===== src/rtl/fifo_wr_arb.sv =====
// Round-robin burst arbiter: NR requesters share one FIFO write port.
// A winner keeps the port for up to BURST beats, then a single idle cycle follows.
module fifo_wr_arb #(
  parameter int NR    = 4,
  parameter int DW    = 16,
  parameter int BURST = 4
) (
  input  logic             clk,
  input  logic             rst_n,
  input  logic             en,
  input  logic [NR-1:0]    req_valid,
  input  logic [NR*DW-1:0] req_data,
  output logic [NR-1:0]    req_ready,
  input  logic             fifo_full,
  output logic             fifo_wren,
  output logic [DW-1:0]    fifo_din,
  output logic [NR-1:0]    grant,
  output logic             busy
);

  localparam int PW = (NR > 1) ? $clog2(NR) : 1;
  localparam int CW = $clog2(BURST + 1);

  typedef enum logic [0:0] {
    IDLE  = 1'b0,
    BURST_ST = 1'b1
  } state_e;

  state_e          state_q, state_d;
  logic [NR-1:0]   grant_q, grant_d;
  logic [PW-1:0]   rr_ptr_q, rr_ptr_d;
  logic [CW-1:0]   beat_cnt_q, beat_cnt_d;

  logic [PW-1:0]   pick_idx_s;
  logic [PW-1:0]   low_idx_s;
  logic [PW-1:0]   hi_idx_s;
  logic            hi_found_s;
  logic [PW-1:0]   gidx_s;
  logic [PW-1:0]   next_ptr_s;
  logic            xfer_s;
  logic            last_beat_s;
  logic            owner_valid_s;

  // Handshake toward requesters and FIFO; all gated by the registered grant.
  assign req_ready = grant_q & {NR{en & ~fifo_full}};
  assign xfer_s    = |(req_valid & req_ready);
  assign fifo_wren = xfer_s;
  assign grant     = grant_q;
  assign busy      = (state_q == BURST_ST);

  assign owner_valid_s = |(req_valid & grant_q);
  assign last_beat_s   = xfer_s && (beat_cnt_q == CW'(BURST - 1));

  // Round-robin pick: lowest valid index at or above rr_ptr, else lowest overall.
  always_comb begin
    low_idx_s  = '0;
    hi_idx_s   = '0;
    hi_found_s = 1'b0;
    for (int i = NR - 1; i >= 0; i--) begin
      low_idx_s = req_valid[i] ? PW'(i) : low_idx_s;
      if (req_valid[i] && (i >= int'(rr_ptr_q))) begin
        hi_idx_s   = PW'(i);
        hi_found_s = 1'b1;
      end else begin
        hi_idx_s   = hi_idx_s;
        hi_found_s = hi_found_s;
      end
    end
    pick_idx_s = hi_found_s ? hi_idx_s : low_idx_s;
  end

  // Encode the current owner and steer its data onto the FIFO bus.
  always_comb begin
    gidx_s   = '0;
    fifo_din = '0;
    for (int i = 0; i < NR; i++) begin
      gidx_s   = grant_q[i] ? PW'(i) : gidx_s;
      fifo_din = grant_q[i] ? req_data[i*DW +: DW] : fifo_din;
    end
    if (NR == 1) begin
      next_ptr_s = '0;
    end else if (gidx_s == PW'(NR - 1)) begin
      next_ptr_s = '0;
    end else begin
      next_ptr_s = gidx_s + PW'(1);
    end
  end

  // Next-state logic for the IDLE/BURST controller.
  always_comb begin
    state_d    = state_q;
    grant_d    = grant_q;
    rr_ptr_d   = rr_ptr_q;
    beat_cnt_d = beat_cnt_q;
    case (state_q)
      IDLE: begin
        if (en && (|req_valid)) begin
          grant_d    = NR'(1'b1) << pick_idx_s;
          beat_cnt_d = '0;
          state_d    = BURST_ST;
        end else begin
          grant_d    = '0;
          state_d    = IDLE;
        end
      end
      BURST_ST: begin
        // A beat taken in the release cycle still lands in the FIFO.
        if (!en || !owner_valid_s || last_beat_s) begin
          grant_d    = '0;
          beat_cnt_d = '0;
          rr_ptr_d   = next_ptr_s;
          state_d    = IDLE;
        end else if (xfer_s) begin
          beat_cnt_d = beat_cnt_q + CW'(1);
        end else begin
          beat_cnt_d = beat_cnt_q;
        end
      end
      default: begin
        state_d    = IDLE;
        grant_d    = '0;
        beat_cnt_d = '0;
      end
    endcase
  end

  // State registers with asynchronous active-low reset.
  always_ff @(posedge clk or negedge rst_n) begin
    if (!rst_n) begin
      state_q    <= IDLE;
      grant_q    <= '0;
      rr_ptr_q   <= '0;
      beat_cnt_q <= '0;
    end else begin
      state_q    <= state_d;
      grant_q    <= grant_d;
      rr_ptr_q   <= rr_ptr_d;
      beat_cnt_q <= beat_cnt_d;
    end
  end

endmodule


===== config.mk =====
export PLATFORM = sky130hd
export DESIGN_NAME = fifo_wr_arb
export DESIGN_NICKNAME = d
export VERILOG_FILES = /design/src/rtl/fifo_wr_arb.sv
export SDC_FILE = /design/constraint.sdc
export NUM_CORES = 1
export LEC_CHECK = 0
export BUFFER_PORTS_ARGS = -buffer_cell sky130_fd_sc_hd__buf_2
export CORE_MARGIN = 2
export CORE_UTILIZATION = 40
export DETAILED_ROUTE_END_ITERATION = 12
export GPL_ROUTABILITY_DRIVEN = 0
export PLACE_DENSITY = 0.9
export SETUP_SLACK_MARGIN = 0.5
export SLEW_MARGIN = 40
export SYNTH_ARGS = -nofsm -noshare
export SYNTH_HDL_FRONTEND = slang
export SYNTH_SLANG_ARGS = --single-unit
export TNS_END_PERCENT = 30

===== constraint.sdc =====
create_clock -name clk -period 3.7 [get_ports clk]
set_input_delay 0.185 -clock clk [delete_from_list [all_inputs] [get_ports clk]]
set_output_delay 0.185 -clock clk [all_outputs]
set_load 0.02 [all_outputs]

; ---- Word-level counts from Yosys, hierarchy flattened
; Index checks and enable logic that the tools add are counted.
[word_totals]
reg_bits = 10
output_inout_bits = 26
word_cells = 65
[op_classes]
addsub = 2
n_lt_le_gt_ge = 3
eq_ne = 5
n_shift = 1
mux = 30
n_bitwise = 6
reduce_logical = 14
[op_table]
columns = cell, count
row1 = 16-bit two-way mux, 4
row2 = 2-bit two-way mux, 11
row3 = 4-bit bitwise AND, 3
row4 = 4-bit OR reduction, 3
row5 = 3-bit two-way mux, 3
row6 = 4-bit two-way mux, 2
row7 = 4-bit one-hot mux with 2 select lines, 1
row8 = 1-bit two-way mux, 7
row9 = 3-bit one-hot mux with 2 select lines, 1
row10 = 1-bit logical AND, 5
row11 = "1-bit by 2-bit greater-or-equal comparator with 1-bit output, first input constant", 2
row12 = 2-bit AND reduction, 2
row13 = "1-bit by 2-bit << shifter with 4-bit output, first input constant", 1
row14 = "3-bit by 1-bit adder with 3-bit output, second input constant", 1
row15 = "3-bit by 2-bit == test with 1-bit output, second input constant", 1
row16 = "3-bit by 1-bit != test with 1-bit output, second input constant", 1
row17 = "2-bit by 1-bit adder with 2-bit output, second input constant", 1
row18 = "2-bit == test, second input constant", 1
row19 = "2-bit greater-or-equal comparator, first input constant", 1
row20 = 1-bit logical NOT, 2
row21 = 1-bit logical OR, 2
row22 = "2-bit by 1-bit != test with 1-bit output, second input constant", 1
row23 = "2-bit != test, second input constant", 1
row24 = 1-bit inverter, 2
row25 = other kinds (2), 2

; ---- Longest topological paths before layout
[logic_depth]
depth_word = 9
mapped_depth = 6

; ---- Worst setup path before layout
; No wires, ideal clock.
[synth_timing]
path_kind = reg-to-output
start = register grant_q[2], in the netlist grant[2]
end = output fifo_din[0]
arrival_time_ns = 1.703
slack_ns = 1.812
path_stages_with_launch = 6
path_buffers = 2
path_cell_list = dfrtp_1 -> buf_2 -> clkinv_1 -> clkbuf_1 -> nor2_1 -> o31ai_1
[synth_between]
elab_chain_cells = 2
[synth_lines]
columns = item, line_no
row1 = start: declaration, 30  ; logic [NR-1:0] grant_q, grant_d;
row2 = start signal: assignment, 136  ; grant_q <= grant_d;
row3 = 16-bit two-way mux (2 in a row), 78  ; fifo_din = grant_q[i] ? req_data[i*DW +: DW] : fifo_din;
row4 = end: declaration, 16  ; output logic [DW-1:0] fifo_din,
; No other way between the ends.

; ---- Final worst setup path
[layout_timing]
start = register grant_q[1], in the netlist grant[1]
end = output fifo_din[5]
[layout_between]
elab_chain_cells = 3
[layout_lines]
columns = item, line_no
row1 = 16-bit two-way mux (3 in a row), 78
; No other way between the ends.

==> impl_metrics.env <==
export IMPL_worst_setup_path_end_kind="output port"
export IMPL_cts_resized=0
export IMPL_power_per_cell_area_nw_per_um2=335
export IMPL_tritoncts="built"
export IMPL_synth_main_ff_cell="dfrtp_1"
export IMPL_rrSetupSlack_ns=1.75
export IMPL_vdd_drop_max_mv=0.257
export IMPL_port_buffers=97
export IMPL_use_met3_pct=4.68
export IMPL_fin_crit_sh_pct=64.2
export IMPL_fp_dieArea_um2=3090
export IMPL_place_area_um2=1550
export IMPL_yosysMostFrequentCell="nand2_1"
export IMPL_drt_wl_total_um=3490
export IMPL_clk_latency_ns=0.27
export IMPL_rr_endpoint="rr_ptr_q[0]"
export IMPL_dp_cells=257
export IMPL_leakage_nw=0.816
export IMPL_yosysTopAreaCell="dfrtp_1"
export IMPL_grt_pass1_wl_um=5810
export IMPL_fp_dieH_um=55.6
export IMPL_ys_ff_latch=10
export IMPL_drtIter0Drc=62
export IMPL_fin_tns_setup_ns=0
export IMPL_crit_arrival_ns=2.19
export IMPL_antenna_found_initial=0
export IMPL_hp_class="in -> reg"
export IMPL_hold_viol_final=0
export IMPL_maxSlewHeadroom_pct=51.1
export IMPL_hold_start="en"
export IMPL_met2_usage_pct=41.2
export IMPL_rr_startpoint="grant[1]"
export IMPL_worstSetupStartpoint="grant[1]"
export IMPL_viasPerCell=5.50
export IMPL_grt_max_degree=38
export IMPL_skew_ns=0.00267
export IMPL_synth_fp_nets=213
export IMPL_grt_pass1_vias=1345
export IMPL_r2r_worst_path_cells=4
export IMPL_syn_area_per_cell_um2=7.65
export IMPL_min_period_ns=2.37
export IMPL_cts_buffers=3
export IMPL_drive_above_1_share_pct=46.1
export IMPL_crit_fanout=23
export IMPL_grtUsageMet1_pct=26.8
export IMPL_dp_hpwl_um=2670
export IMPL_hold_path_depth=3
export IMPL_diodes=0
export IMPL_cts_root_buf="clkbuf_4"
export IMPL_status="complete, no violations"
export IMPL_wl_per_cell_um=13.3
export IMPL_async_flop_share_pct=100
export IMPL_synth_cell_types=32
export IMPL_fp_dieW_um=55.6
export IMPL_final_cell_area_um2=1600
export IMPL_htreeDepth=1
export IMPL_setup_viol=0
export IMPL_instances_no_fill=262
export IMPL_io_pins=98
export IMPL_ys_warn_count=0
export IMPL_clock_fmax_mhz=421
export IMPL_yosys_top_cells_area="dfrtp_1, a221oi_1, o31ai_1"
export IMPL_drv_cap=0
export IMPL_rsz0062_at_grt="false"
export IMPL_nNetsFinal=307
export IMPL_slew_viol_final=0
export IMPL_via_count=1442
export IMPL_synth_top_cell_area_share_pct=23.5
export IMPL_clock_sinks=10
export IMPL_netlist_area_um2=1060
export IMPL_hold_path_endpoint="busy"
export IMPL_gr_usage_all_layers_pct=22.8
export IMPL_start_util_pct=42.5
export IMPL_cts_clk_slew_worst_paths_ns=0.07
export IMPL_crit_path_start_kind="flop"
export IMPL_cts_buffer_depth=2
export IMPL_yosys_top_cells_count="nand2_1, nor2_1, a221oi_1, o31ai_1, dfrtp_1"
export IMPL_core_area_um2=2500
export IMPL_antenna_left=0
export IMPL_synth_cells=139
export IMPL_yosysSeqAreaShare_pct=23.5
export IMPL_tightest_slew_ns=0.733
export IMPL_overflow=0
export IMPL_path_class="reg -> out"
export IMPL_area_growth_pct=50.0
export IMPL_synth_edf_count=0
export IMPL_grt_busiest_layer="met2"
export IMPL_drc_errors=0
export IMPL_power_total_w=0.000534
export IMPL_fillCellCount=240
export IMPL_drt_first_pass_iters=4
export IMPL_row_count=18
export IMPL_worst_ep_required_time_ns=3.51
cells by family (layout without fill, tap and decap cells):
family | after synthesis | after routing | synth area share (%)
muxes | 5 | 5 | 5.18
and+or+nand+nor | 55 | 55 | 23.4
AOI/OAI and AO/OA | 51 | 51 | 38.9
buffers and inverters | 16 | 109 | 6.59
adders and majority gates | 2 | 2 | 2.35
DFF | 10 | 10 | 23.5
state kept, by name, indices dropped and copies added (netlist names):
register    count
beat_cnt_q      3
busy            1
grant           4
rr_ptr_q        2
timing repair:
action / CTS / global route
hold endpoints to repair: 10 / 0
hold buffers: 1 / 0
buffers inserted: 0 / 0
setup endpoints to repair: 0 / 0
where the power goes:
group	total (W)	switching, W	internal (W)	leakage (nW)
sequential	0.000152	0.0000303	0.000122	0.132
clock	0.0000986	0.0000388	0.0000598	0.0210
combinational	0.000283	0.000159	0.000124	0.663
total	0.000534	0.000229	0.000305	0.816
worst max-delay path by stage:
stage	end	cells after the start
detailed placement	fifo_din[15]	4
CTS	fifo_din[5]	4
finish	fifo_din[5]	4
global placement	fifo_din[5]	4
floorplan	fifo_din[0]	5
global route	fifo_din[10]	4
metrics by stage:
stage	util, %	setup WS, ns	hold WS (ns)
final	63.8	1.33	0.290
after global routing	63.8	1.10	0.306
after CTS	63.8	1.29	0.267
after detailed placement	62.0	1.61	0.0512
after global placement	61.9	1.34	0.0528
after floorplan	-	1.81	-0.111
layout by cell type (no fill, tap or decap), types with 2 or more instances in the layout:
cell      instances
a21oi_1           3
a221oi_1         17
a22o_1            2
a32o_1            3
and2_1            4
buf_2            97
clkbuf_4          3
dfrtp_1          10
ha_1              2
inv_1             5
mux2i_1           4
nand2_1          23
nand2b_1          3
nor2_1           18
o21ai_0           2
o22ai_1           2
o31ai_1          17
metal layers:
layer,wire length [um],vias to the layer above
met4,61,0
met2,1780,75
met5,0,-
met1,1320,640
met3,323,8
li1,-,719
final cells by class:
class	count	area (um^2)	share of cell area, %
multi-input cells	113	746	46.7
inverters	6	22.5	1.41
repair buffers	99	503	31.5
flip-flops and latches	10	250	15.7
well taps	30	37.5	2.35
clock buffers	4	36.3	2.27
critical path, stage by stage, from the launching register on:
cell and delay (ns):
dfrtp_1 0.65, nor2_2 0.64, a221oi_1 0.16, o31ai_1 0.25, buf_2 0.21
(Power assumes the default switching activity.)
